**config.mk**
```make
export PLATFORM = sky130hd
export DESIGN_NAME = bip_ctrl
export DESIGN_NICKNAME = d
export VERILOG_FILES = /design/src/rtl/bip_pkg.sv /design/src/rtl/bip_op_dec.sv /design/src/rtl/bip_ctrl.sv
export SDC_FILE = /design/constraint.sdc
export NUM_CORES = 1
export LEC_CHECK = 0
export ABC_CLOCK_PERIOD_IN_PS = 5200
export CORE_AREA = 10 10 71 61
export CTS_BUF_LIST = sky130_fd_sc_hd__clkbuf_4
export DETAILED_ROUTE_END_ITERATION = 8
export DIE_AREA = 0 0 81 71
export PLACE_DENSITY = 0.82
export SLEW_MARGIN = 5
export SYNTH_ARGS = -nofsm -noshare
export SYNTH_HDL_FRONTEND = slang
export SYNTH_HIERARCHICAL = 1
export SYNTH_SLANG_ARGS = --single-unit
```
**constraint.sdc**
```tcl
create_clock -name i_clk -period 5.2 [get_ports i_clk]
set_clock_uncertainty 0.1 [all_clocks]
set_input_delay 0.78 -clock i_clk [delete_from_list [all_inputs] [get_ports i_clk]]
set_output_delay 0.78 -clock i_clk [all_outputs]
set_load 0.01 [all_outputs]
```
**src/rtl/bip_pkg.sv**
```systemverilog
// Opcode map, datapath select encodings, FSM states and opcode classification
// shared by the bip_ctrl sequencer and its decoder.
package bip_pkg;

    localparam logic [3:0] OP_HLT  = 4'd0;
    localparam logic [3:0] OP_STO  = 4'd1;
    localparam logic [3:0] OP_LD   = 4'd2;
    localparam logic [3:0] OP_LDI  = 4'd3;
    localparam logic [3:0] OP_ADD  = 4'd4;
    localparam logic [3:0] OP_ADDI = 4'd5;
    localparam logic [3:0] OP_SUB  = 4'd6;
    localparam logic [3:0] OP_SUBI = 4'd7;
    localparam logic [3:0] OP_AND  = 4'd8;
    localparam logic [3:0] OP_ANDI = 4'd9;
    localparam logic [3:0] OP_OR   = 4'd10;
    localparam logic [3:0] OP_ORI  = 4'd11;

    localparam logic [1:0] SELA_RAM = 2'b00;
    localparam logic [1:0] SELA_IMM = 2'b01;
    localparam logic [1:0] SELA_ALU = 2'b10;

    localparam logic [1:0] ALU_ADD = 2'b00;
    localparam logic [1:0] ALU_SUB = 2'b01;
    localparam logic [1:0] ALU_AND = 2'b10;
    localparam logic [1:0] ALU_OR  = 2'b11;

    typedef enum logic [2:0] {
        ST_IDLE,
        ST_DECODE,
        ST_READ,
        ST_EXEC,
        ST_HALT
    } state_t;

    typedef struct packed {
        logic is_mem_rd;
        logic is_alu;
        logic is_imm;
        logic is_store;
        logic is_halt;
        logic is_illegal;
    } op_class_t;

    // high_set flags any opcode bit above bit 3, which is always illegal
    function automatic logic code_illegal(input logic [3:0] low, input logic high_set);
        return high_set || (low > OP_ORI);
    endfunction

    // ALU ops come in pairs: even code reads RAM, odd code is the immediate form
    function automatic logic code_mem_rd(input logic [3:0] low);
        return (low == OP_LD) || ((low >= OP_ADD) && (low <= OP_ORI) && !low[0]);
    endfunction

    function automatic op_class_t classify(input logic [3:0] low, input logic high_set);
        op_class_t c;
        c = '0;
        if (code_illegal(low, high_set)) begin
            c.is_illegal = 1'b1;
        end else begin
            c.is_mem_rd = code_mem_rd(low);
            case (low)
                OP_HLT:  c.is_halt  = 1'b1;
                OP_STO:  c.is_store = 1'b1;
                OP_LD:   c.is_imm   = 1'b0;
                OP_LDI:  c.is_imm   = 1'b1;
                default: begin
                    c.is_alu = 1'b1;
                    c.is_imm = low[0];
                end
            endcase
        end
        return c;
    endfunction

    function automatic logic [1:0] alu_op_of(input logic [3:0] code);
        case (code)
            OP_SUB, OP_SUBI: return ALU_SUB;
            OP_AND, OP_ANDI: return ALU_AND;
            OP_OR,  OP_ORI:  return ALU_OR;
            default:         return ALU_ADD;
        endcase
    endfunction

endpackage

```
**src/rtl/bip_op_dec.sv**
```systemverilog
// Combinational decode of the latched opcode into instruction class flags.
module bip_op_dec
    import bip_pkg::*;
#(
    parameter int OPBTS = 5
) (
    input  logic [OPBTS-1:0] op_code,
    output logic             is_mem_rd,
    output logic             is_alu,
    output logic             is_imm,
    output logic             is_store,
    output logic             is_halt,
    output logic             is_illegal
);

    op_class_t cls;

    assign cls = classify(op_code[3:0], op_code > OPBTS'(15));

    assign is_mem_rd  = cls.is_mem_rd;
    assign is_alu     = cls.is_alu;
    assign is_imm     = cls.is_imm;
    assign is_store   = cls.is_store;
    assign is_halt    = cls.is_halt;
    assign is_illegal = cls.is_illegal;

endmodule

```
**src/rtl/bip_ctrl.sv**
```systemverilog
// Instruction sequencer for a small accumulator machine: decodes one opcode at a
// time, waits out the data-RAM read latency and strobes the datapath.
//
//   state     | meaning
//   ST_IDLE   | waiting for i_start
//   ST_DECODE | latch i_op_code, pick next phase
//   ST_READ   | RAM read in flight, RAM_LAT cycles
//   ST_EXEC   | single-cycle write-back and PC increment
//   ST_HALT   | terminal, left only by reset
module bip_ctrl
    import bip_pkg::*;
#(
    parameter int OPBTS    = 5,
    parameter int RAM_LAT  = 1,
    parameter int CNTBTS   = 16,
    parameter bit ILL_HALT = 1'b0
) (
    input  logic              i_clk,
    input  logic              i_rst,
    input  logic              i_start,
    input  logic [OPBTS-1:0]  i_op_code,
    output logic [1:0]        o_sel_A,
    output logic              o_sel_B,
    output logic [1:0]        o_op,
    output logic              o_w_acc,
    output logic              o_w_ram,
    output logic              o_r_ram,
    output logic              o_w_pc,
    output logic              o_halted,
    output logic              o_illegal,
    output logic [CNTBTS-1:0] o_cycle_cnt
);

    state_t           state, state_nxt;
    logic [OPBTS-1:0] op_q;
    logic [1:0]       rd_cnt;
    logic             halt_entry;
    logic             q_mem_rd, q_alu, q_imm, q_store, q_halt, q_illegal;
    logic             in_high, in_halt, in_mem_rd, in_illegal;

    bip_op_dec #(.OPBTS(OPBTS)) u_dec (
        .op_code    (op_q),
        .is_mem_rd  (q_mem_rd),
        .is_alu     (q_alu),
        .is_imm     (q_imm),
        .is_store   (q_store),
        .is_halt    (q_halt),
        .is_illegal (q_illegal)
    );

    // Branch decision in DECODE must see the live opcode, before it is latched
    assign in_high    = i_op_code > OPBTS'(15);
    assign in_illegal = code_illegal(i_op_code[3:0], in_high);
    assign in_halt    = !in_high && (i_op_code[3:0] == OP_HLT);
    assign in_mem_rd  = !in_high && code_mem_rd(i_op_code[3:0]);

    always_ff @(posedge i_clk) begin
        if (i_rst) state <= ST_IDLE;
        else       state <= state_nxt;
    end

    always_ff @(posedge i_clk) begin
        if (i_rst) begin
            op_q        <= '0;
            rd_cnt      <= '0;
            halt_entry  <= 1'b0;
            o_cycle_cnt <= '0;
        end else begin
            if (state == ST_DECODE) op_q <= i_op_code;
            if (state == ST_DECODE && state_nxt == ST_READ) rd_cnt <= 2'(RAM_LAT - 1);
            else if (state == ST_READ && rd_cnt != 2'd0)    rd_cnt <= rd_cnt - 2'd1;
            halt_entry <= (state == ST_DECODE) && (state_nxt == ST_HALT);
            if ((state == ST_DECODE || state == ST_READ || state == ST_EXEC) && (o_cycle_cnt != '1))
                o_cycle_cnt <= o_cycle_cnt + 1'b1;
        end
    end

    always_comb begin
        state_nxt = state;
        case (state)
            ST_IDLE:   if (i_start) state_nxt = ST_DECODE;
            ST_DECODE: begin
                if (in_halt || (ILL_HALT && in_illegal)) state_nxt = ST_HALT;
                else if (in_mem_rd)                       state_nxt = ST_READ;
                else                                      state_nxt = ST_EXEC;
            end
            ST_READ:   if (rd_cnt == 2'd0) state_nxt = ST_EXEC;
            ST_EXEC:   state_nxt = ST_DECODE;
            ST_HALT:   state_nxt = ST_HALT;
            default:   state_nxt = ST_IDLE;
        endcase
    end

    always_comb begin
        o_sel_A   = SELA_RAM;
        o_sel_B   = 1'b0;
        o_op      = ALU_ADD;
        o_w_acc   = 1'b0;
        o_w_ram   = 1'b0;
        o_r_ram   = 1'b0;
        o_w_pc    = 1'b0;
        o_halted  = 1'b0;
        o_illegal = 1'b0;
        if (state == ST_READ || state == ST_EXEC) begin
            if (q_alu) begin
                o_sel_A = SELA_ALU;
                o_sel_B = q_imm;
                o_op    = alu_op_of(op_q[3:0]);
            end else if (q_imm) begin
                o_sel_A = SELA_IMM;
            end
        end
        case (state)
            ST_READ: o_r_ram = 1'b1;
            ST_EXEC: begin
                o_w_pc    = 1'b1;
                o_w_acc   = q_alu || q_mem_rd || q_imm;
                o_w_ram   = q_store;
                o_illegal = q_illegal;
            end
            ST_HALT: begin
                o_halted  = 1'b1;
                // HALT is reached via HLT or an illegal opcode; flag only the latter
                o_illegal = halt_entry && !q_halt;
            end
            default: ;
        endcase
    end

endmodule

```
==> results.md <==
- Run status: finished, final reports clean
- Routed Antenna Nets: 0
- Half-perimeter wire length after detailed placement: 3152 um
- Area added between synthesis and finish: 25.55%
- DRC Markers: 0
- Cell leakage power: 0.7798 nW
- Slowest cell on the critical path: sky130_fd_sc_hd__clkdlybuf4s50_1
- Post-route insts no fill: 265
- Total congestion overflow after global routing: 0
- Peak ir drop on the vdd network: 0.1614 mV
- Transition time at the pin with the least slew margin: 1214 ps
- Register-to-Register Path Depth: 6
- Capturing element type of the critical path: primary output
- Worst Setup Slack, final: 1927 ps
- Finish-stage setup viols: 0
- Vias per cell: 5.747
- Reg2reg start: o_cycle_cnt[0]
- Final-stage net count: 239
- Worst R2R End: o_cycle_cnt[9]
- Min-Delay Startpoint: o_cycle_cnt[1]
- Horizontal die dimension: 81 um
- Row cnt: 18
- Number of optimization iterations in the first detailed-route pass: 4
- Wire length of the first global-routing pass: 7024 um
- Worst slack after detailed placement: 2313 ps
- Area of the multi-input gates: 970.9 um^2
- Number of global-route vias before repair: 1470
- Ordered list of cells on the worst path: ha_1, or3b_1, and3b_1, nor3b_1, clkdlybuf4s50_1
- Ratio of cells with drive above 1 in the final layout: 0.08000
- Cell at the root of the clock tree: sky130_fd_sc_hd__clkbuf_4
- Critical path start-end classification: reg2out
- Flip-flop and latch area: 540.5 um^2
- Maximum Capacitance Violations: 0
- Max Fanout on Critical Path: 7
- Total of buffers placed on input and output ports: 34
- Arr. time, crit path: 2390 ps
- Pin count of the biggest net entering global routing: 36
- Clock tree from TritonCTS: done
- Leading cell type in the layout, fill and taps excluded: sky130_fd_sc_hd__clkdlybuf4s50_1
- Maximum level of the CTS H-tree: 1
- Postcts setup bufs: 0
- Placer's final routability congestion estimate: 0.8070
- Hold buffers post-CTS: 0
- Clock-pin slew on the worst setup and hold paths: 140 ps
- Final number of hold-violating endpoints: 0
- Number of CTS-inserted buffers: 3
- Average instance area after synthesis: 8.263 um^2
- Post-Route WL: 4080 um
- Aggregate global-route resource usage: 0.1469
- Buffers from clock root to sink, at most: 2
- Violation count after the first detailed-routing iteration: 141
- Core occupancy in the finished layout: 0.6700
- Initial Utilization: 0.5337
- Mean routed wirelength per cell: 15.40 um
- Die extent in y: 71 um
- Number of flops mapped to enable cells by yosys: 0
- Top library cells by usage in the layout, fill and taps aside: sky130_fd_sc_hd__clkdlybuf4s50_1 (34), sky130_fd_sc_hd__dfxtp_1 (27), sky130_fd_sc_hd__nor2_1 (22)
- Cell area after synthesis: 1587 um^2
- Number of resized instances in the post-cts repair step: 0
- Top-Level Pins: 35
- Clock latency at the later pin of the worst-skew pair: 330 ps
- Cell Count Post-Placement: 261
- Critical path data required time: 4320 ps
- Count of cell types in the netlist: 47
- Net count after synthesis: 205
- Count of inserted antenna diode cells: 0
- Portion of the post-synthesis area used by sequential elements: 0.3407
- Proportion of synthesized flip-flops having asynchronous set or reset: 0
- Remaining max-slew budget at the tightest pin: 0.1887
- Count of pins over their slew limit: 0
- Delay contributed by the slowest stage of the critical path: 570 ps
- Number of sinks on the clock net: 27
- Post-detailed-placement cell area: 1962 um^2
- Leading register cell type out of synthesis: sky130_fd_sc_hd__dfxtp_1
- Cell depth of the worst min-delay path: 2
- Post-route fraction of the period consumed by the critical path: 0.6294
- Element type at the critical path start: flop
- Final min period: 3273 ps
- Area of the core: 2973 um^2
- Count of synthesis-stage warnings from yosys: 6
- Count of state elements after synthesis: 27
- Antenna violations before repair: 0
- Type of the tightest min-delay check: reg2reg
- Instance count of the mapped netlist: 192
- Maximum frequency from static timing analysis: 0.3055 GHz
- Pwr Density: 216.3 nW/um^2
- Setup TNS Final: 0 ps
- End point of the most critical hold path: o_cycle_cnt[1]
- Post-layout instance area: 1992 um^2
- Register-to-register setup slack: 2860 ps
- Number of fill cells: 272
- Unrepaired setup endpoints after global routing: no
- Die area: 5751 um^2
- Overall via count from detail_route: 1523
==> how the worst max path moves through the flow <==
| stage | from | to | slack (ps) | cells after the start |
|---|---|---|---|---|
| after floorplan | op_q[2] | o_sel_A[0] | 2830 | 4 |
| after global placement | op_q[2] | o_sel_A[0] | 2380 | 5 |
| after detailed placement | op_q[2] | o_sel_A[0] | 2310 | 5 |
| after CTS | op_q[2] | o_sel_A[0] | 1930 | 5 |
| after global routing | op_q[2] | o_sel_A[0] | 1760 | 5 |
| final | op_q[2] | o_sel_A[0] | 1930 | 5 |
==> per-stage QoR <==
step                      hold WS, ps  total power, mW
after floorplan                 372.2           0.3017
after global placement          377.7           0.3318
after detailed placement        402.1           0.3377
after CTS                       430.4           0.4331
after global routing            458.9           0.4561
final                           424.8           0.4308
==> flip-flops by register name (all words and copies together) (netlist names) <==
signal,count
o_cycle_cnt,16
state,3
op_q,5
rd_cnt,2
halt_entry,1
==> synthesized netlist by cell type, types with 2 or more instances <==
library cell | n | area share
sky130_fd_sc_hd__nor2b_1 | 8 | 0.032
sky130_fd_sc_hd__and3b_1 | 3 | 0.017
sky130_fd_sc_hd__or4_1 | 3 | 0.014
sky130_fd_sc_hd__ha_1 | 5 | 0.039
sky130_fd_sc_hd__and3_1 | 5 | 0.020
sky130_fd_sc_hd__nand3_1 | 5 | 0.016
sky130_fd_sc_hd__o21ai_0 | 3 | 0.0095
sky130_fd_sc_hd__nand3b_1 | 2 | 0.0095
sky130_fd_sc_hd__nor3b_1 | 2 | 0.0095
sky130_fd_sc_hd__nor4_1 | 6 | 0.024
sky130_fd_sc_hd__o211a_1 | 2 | 0.013
sky130_fd_sc_hd__nor2_1 | 22 | 0.052
sky130_fd_sc_hd__nand4_1 | 7 | 0.028
sky130_fd_sc_hd__inv_1 | 12 | 0.028
sky130_fd_sc_hd__or2b_1 | 2 | 0.0095
sky130_fd_sc_hd__or3_1 | 2 | 0.0079
sky130_fd_sc_hd__dfxtp_1 | 27 | 0.34
sky130_fd_sc_hd__buf_2 | 2 | 0.0063
sky130_fd_sc_hd__and2_1 | 3 | 0.012
sky130_fd_sc_hd__mux2i_1 | 6 | 0.038
sky130_fd_sc_hd__mux2_2 | 10 | 0.071
sky130_fd_sc_hd__nand2_1 | 15 | 0.035
sky130_fd_sc_hd__o31ai_1 | 2 | 0.0095
sky130_fd_sc_hd__a21oi_1 | 11 | 0.035
sky130_fd_sc_hd__nor3_1 | 2 | 0.0063
sky130_fd_sc_hd__o311ai_0 | 2 | 0.011
sky130_fd_sc_hd__clkbuf_1 | 3 | 0.0071
==> logic make-up (layout without fill, tap and decap cells) <==
kind of cell / count (synthesis) / after routing / synth area share
flip-flops: 27 / 27 / 0.3407
buffers and inverters: 19 / 52 / 0.04731
adder cells (fa/ha/maj): 5 / 5 / 0.03943
AND/OR/NAND/NOR: 93 / 93 / 0.3226
XOR/XNOR: 2 / 2 / 0.01104
AO/OA/AOI/OAI: 30 / 30 / 0.1301
multiplexers: 16 / 16 / 0.1088
==> layer usage <==
layer / vias up / GRT usage / part of all wire
met2: 45 / 0.2323 / 0.46
met4: 0 / 0.03455 / 0.0098
met5: - / 0 / 0
met3: 4 / 0.05051 / 0.089
li1: 757 / - / -
met1: 717 / 0.1864 / 0.44
==> layout make-up <==
| type | instances | area share |
|---|---|---|
| tap | 40 | 0.02513 |
| timing repair buffer | 36 | 0.1784 |
| inverter | 12 | 0.02261 |
| multi-input combinational | 146 | 0.4874 |
| clock buffer | 4 | 0.01508 |
| sequential | 27 | 0.2714 |
==> where the power goes <==
group          total [mW]  internal [mW]  switching [mW]
Sequential          0.235          0.218          0.0171
Clock              0.0958         0.0353          0.0605
Combinational       0.100         0.0493          0.0510
==> critical path: cells and delay by family (launching register included) <==
| family | cells | cell delay (ps) |
|---|---|---|
| buf+inv | 1 | 570 |
| flops | 1 | 400 |
| fa+ha+maj | 1 | 270 |
| simple gates | 3 | 820 |
Note: power is estimated with default switching activity, not from simulation.
==> RTL change 1 (config.mk and constraints unchanged) <==
Change the parameter `ILL_HALT` from 1'b0 to 1'b1.
--- a/src/rtl/bip_ctrl.sv
+++ b/src/rtl/bip_ctrl.sv
@@ -13,7 +13,7 @@
     parameter int OPBTS    = 5,
     parameter int RAM_LAT  = 1,
     parameter int CNTBTS   = 16,
-    parameter bit ILL_HALT = 1'b0
+    parameter bit ILL_HALT = 1'b1
 ) (
     input  logic              i_clk,
     input  logic              i_rst,
Formal check against the unedited RTL: not equivalent (Yosys sat finds a counterexample within 4 cycles, from zero or initial values and one cycle with i_rst high).
==> RTL change 1 against the unedited design <==
Routed wire length is 0.56% higher. Sequential power is 4% lower. Non-clock buffer count is 2 lower. Sequential share of layout area is 0.068 points higher. Die area stayed put. Area after synthesis is 0.87% higher. Sequential cell count stayed put. Total power is 11% lower. Final area is 0.25% lower. Synthesized cell count is 4.7% lower. Worst setup slack better by 94 ps. Cell count is 3.4% lower. Critical path type unchanged. Critical endpoint unchanged.
==> RTL change 1: results (changes against the unedited design) <==
metric;value;unit;change
register area share after synthesis;33.8;%;was 34.1%
peak supply drop;0.198;mV;was 0.161 mV
1st-iter DRT viols;114;;was 141
Worst Min Path Start;rd_cnt[1];;was o_cycle_cnt[1]
port bufs;34;;unchanged
Distinct cells, synth;45;;was 47
area post-placement;1960;um2;about the same
DR vias;1563;;was 1523
vias in the first global route;1379;;was 1470
Int Power;0.282;mW;was 0.302 mW
share of post-route cells with drive strength above 1;5.09;%;was 8.00%
Worst path max stage delay;530;ps;was 570 ps
reg2reg path depth;5;;was 6
Largest regs;o_cycle_cnt x16, op_q x5, state x3;;unchanged
drt wl/cell;16.0;um;was 15.4 um
GP Congestion;0.926;;was 0.807
largest net degree at the start of global routing;33;;was 36
Final nets;231;;was 239
post-DP HPWL;3130;um;was 3150 um
leak pwr;0.734;nW;was 0.780 nW
status;completed;;unchanged
Synth top cells by count;27 x dfxtp_1, 20 x nor2_1, 13 x a21oi_1;;was 27 x dfxtp_1, 22 x nor2_1, 15 x nand2_1
Synth area leaders;dfxtp_1 34%, ha_1 4.7%, nor2_1 4.7%;;was dfxtp_1 34%, mux2_2 7.1%, nor2_1 5.2%
first-pass GRT wire length;6790;um;was 7020 um
Total GRT Usage;14.2;%;was 14.7%
r2r endpoint;o_cycle_cnt[0];;was o_cycle_cnt[9]
relative slew slack;23.0;%;was 18.9%
Hold Path End;rd_cnt[1];;was o_cycle_cnt[1]
CTS max path bufs;2;;unchanged
first drt pass iteration count;5;;was 4
CP Data Arrival Time;2300;ps;was 2390 ps
syn_nets;197;;was 205
ANT nets after route;0;;unchanged
top cell type's share of synthesized area;33.8;%;was 34.1%
## RTL change 1: cell types whose count changed after synthesis, moves of 3 or more
cell / before / now
nor2b_1: 8 / 5
o31ai_1: 2 / 6
mux2_1: 0 / 4
inv_1: 12 / 9
nor3_1: 2 / 7
or4_1: 3 / 6
mux2_2: 10 / 0
nand2_1: 15 / 7
nand2b_1: 1 / 5
## RTL change 1: final cells by class
| cell class | instances | area (um2) |
|---|---|---|
| Multi-Input combinational cell | 142 | 992 |
| Fill cell | 266 | 986 |
| Sequential cell | 27 | 541 |
| Timing Repair Buffer | 34 | 340 |
| Tap cell | 40 | 50.0 |
| Inverter | 9 | 33.8 |
| Clock buffer | 4 | 30.0 |
## RTL change 1: power groups by stage
| stage | Combinational [mW] | Clock (mW) | Sequential, mW |
|---|---|---|---|
| 6_report | 0.0655 | 0.0938 | 0.226 |
| 5_1_grt | 0.0731 | 0.106 | 0.228 |
| 4_1_cts | 0.0653 | 0.0969 | 0.226 |
| 3_5_place_dp | 0.0652 | 0 | 0.231 |
| 3_3_place_gp | 0.0622 | 0 | 0.230 |
| 2_1_floorplan | 0.0452 | 0 | 0.228 |
## RTL change 1: how the worst max path moves through the flow
stage | from | endpoint | slack (ps) | depth (start not counted)
after floorplan | op_q[2] | o_sel_A[0] | 2950 | 4
after global placement | op_q[2] | o_sel_A[0] | 2440 | 5
after detailed placement | op_q[2] | o_sel_A[0] | 2380 | 5
after CTS | op_q[2] | o_sel_A[0] | 2010 | 5
after global routing | op_q[2] | o_op[1] | 1890 | 6
final | op_q[2] | o_sel_A[0] | 2020 | 5
## RTL change 1: through the flow
| stage | hold WS (ps) | std cells | worst slack (ps) | total power, mW | util, % |
|---|---|---|---|---|---|
| after floorplan | 380 | 183 | 2950 | 0.273 | - |
| after global placement | 382 | 252 | 2440 | 0.292 | 65.8 |
| after detailed placement | 402 | 252 | 2380 | 0.296 | 65.8 |
| after CTS | 418 | 256 | 2010 | 0.388 | 66.8 |
| after global routing | 465 | 256 | 1890 | 0.407 | 66.8 |
| final | 420 | 256 | 2020 | 0.386 | 66.8 |
## RTL change 1: logic make-up (layout without fill, tap and decap cells)
group / Yosys count / after routing / synth area share [%]
XOR/XNOR: 2 / 2 / 1.09
adder cells (fa/ha/maj): 6 / 6 / 4.69
buffers and inverters: 14 / 47 / 4.22
AND/OR/NAND/NOR: 91 / 91 / 35.1
flip-flops: 27 / 27 / 33.8
AO/OA/AOI/OAI: 33 / 33 / 14.5
multiplexers: 10 / 10 / 6.57
## RTL change 1: per-layer routing
layer	vias up	GRT usage (%)	wire, um
li1	753	-	-
met1	743	18.5	1780
met2	65	23.0	2010
met3	2	4.17	288
met4	0	2.50	19
met5	-	0	0
==> RTL change 2 (config.mk and constraints unchanged) <==
Made on the original files. Re-encode `state_t` (5 states) as one-hot, 5 bits wide.
--- a/src/rtl/bip_pkg.sv
+++ b/src/rtl/bip_pkg.sv
@@ -24,12 +24,12 @@
     localparam logic [1:0] ALU_AND = 2'b10;
     localparam logic [1:0] ALU_OR  = 2'b11;
 
-    typedef enum logic [2:0] {
-        ST_IDLE,
-        ST_DECODE,
-        ST_READ,
-        ST_EXEC,
-        ST_HALT
+    typedef enum logic [4:0] {
+        ST_IDLE   = 5'b00001,
+        ST_DECODE = 5'b00010,
+        ST_READ   = 5'b00100,
+        ST_EXEC   = 5'b01000,
+        ST_HALT   = 5'b10000
     } state_t;
 
     typedef struct packed {
Behaviour: same outputs for any inputs over 10 cycles, from zero or initial values and one cycle with i_rst high; not proved beyond that.
==> RTL change 2 against the unedited design <==
Count of clock-buffer cells in the layout grew 1. Final area grew 7.7%. Area after synthesis grew 9.1%. Worst setup slack gained 120 ps. Routed wire length grew 4.3%. Sequential cell count grew 2.
Power is not compared: it rests on default switching activity, and its combinational part moved more than twofold at a synthesized area within 25%.
==> RTL change 2: results (changes against the unedited design) <==
metric;value;unit;change
GP Congestion;0.844;;was 0.807
vias per cell;5.87;;was 5.75
final hold slack;388;ps;was 425 ps
number of buffers created by CTS;5;;was 3
reg2reg path depth;5;;was 6
CP Data Arrival Time;2280;ps;was 2390 ps
1st-iter DRT viols;113;;was 141
ys async rst share;0;%;unchanged
CP top delay family;simple AND/OR/NAND/NOR gates;;unchanged
CTS clk-pin slew, worst paths;90;ps;was 140 ps
Placed Instances;282;;was 261
Worst Min Path Start;rd_cnt[1];;was o_cycle_cnt[1]
Synth top cells by count;29 x dfxtp_1, 20 x nor2_1, 16 x inv_1, 16 x nand2_1, 15 x a21oi_1;;was 27 x dfxtp_1, 22 x nor2_1, 15 x nand2_1
number of synthesized flops with an enable pin;0;;unchanged
Max H-tree Level;2;;was 1
register area share after synthesis;33.6;%;was 34.1%
Largest regs;o_cycle_cnt x16, op_q x5, state x5;;was o_cycle_cnt x16, op_q x5, state x3
Worst-Margin Slew;1110;ps;was 1210 ps
largest net degree at the start of global routing;32;;was 36
hold crit path type;flip-flop to flip-flop;;unchanged
Finished Layout Cells;290;;was 265
r2r endpoint;o_cycle_cnt[12];;was o_cycle_cnt[9]
vias in the first global route;1540;;was 1470
Hold Path End;rd_cnt[1];;was o_cycle_cnt[1]
cell count after synthesis;215;;was 192
Final nets;262;;was 239
yosys warns;6;;unchanged
area post-placement;2090;um2;was 1960 um2
drt wl/cell;14.7;um;was 15.4 um
syn_nets;228;;was 205
Total GRT Usage;16.0;%;was 14.7%
first-pass GRT wire length;7470;um;was 7020 um
Place WS;2400;ps;was 2310 ps
Distinct cells, synth;47;;unchanged
status;completed;;unchanged
Synth area leaders;dfxtp_1 34%, mux2_2 4.6%, a21oi_1 4.3%;;was dfxtp_1 34%, mux2_2 7.1%, nor2_1 5.2%
setup bufs post-CTS;0;;unchanged
R2R setup slack;2730;ps;was 2860 ps
Worst path max stage delay;540;ps;was 570 ps
PostCTS Resize Cnt;0;;unchanged
post-DP HPWL;3170;um;was 3150 um
-- RTL change 2: cell count changes in the layout (fill, tap and decap cells not counted), moves of 4 or more --
| cell | before | now |
|---|---|---|
| mux2i_1 | 6 | 0 |
| inv_1 | 12 | 16 |
| a21oi_1 | 11 | 15 |
| nand3_1 | 5 | 13 |
| nor4_1 | 6 | 10 |
-- RTL change 2: layout make-up --
cell class                 count  area [um2]
multi-input combinational    162        1060
fill                         244         828
timing repair buffer          35         348
tap                           40        50.0
inverter                      16        60.1
clock inverter                 3        12.5
sequential                    29         581
clock buffer                   5        37.5
-- RTL change 2: cell families after synthesis --
family	share of synthesized area (%)
xor gates and xnor gates	1.52
and+or+nand+nor	36.3
AOI/OAI and AO/OA	14.4
buffers and inverters	5.42
muxes	5.21
adders and majority gates	3.62
DFF	33.6
-- RTL change 2: worst max path at each step --
stage,to
detailed placement,halt_entry
global route,o_sel_A[0]
CTS,o_w_acc
global placement,o_w_acc
finish,o_w_acc
floorplan,o_w_acc
-- RTL change 2: routing by layer --
layer,wire [um],GRT usage (%),vias to the layer above
met3,453,6.06,6
met2,1840,22.5,62
met5,0,0,-
met4,51,4.80,0
met1,1910,21.9,768
li1,-,-,866
-- RTL change 2: worst min-delay path, delay by kind of cell (launching register included) --
family          cells  cell delay, ps
buf+inv             1              60
flops               1             300
compound gates      1              80
-- RTL change 2: power groups by stage --
stage               Sequential, mW  Combinational [mW]  Clock, mW
finish                       0.230              0.0383      0.129
global route                 0.231              0.0434      0.143
CTS                          0.230              0.0378      0.133
detailed placement           0.235              0.0378          0
global placement             0.235              0.0370          0
floorplan                    0.234              0.0256          0
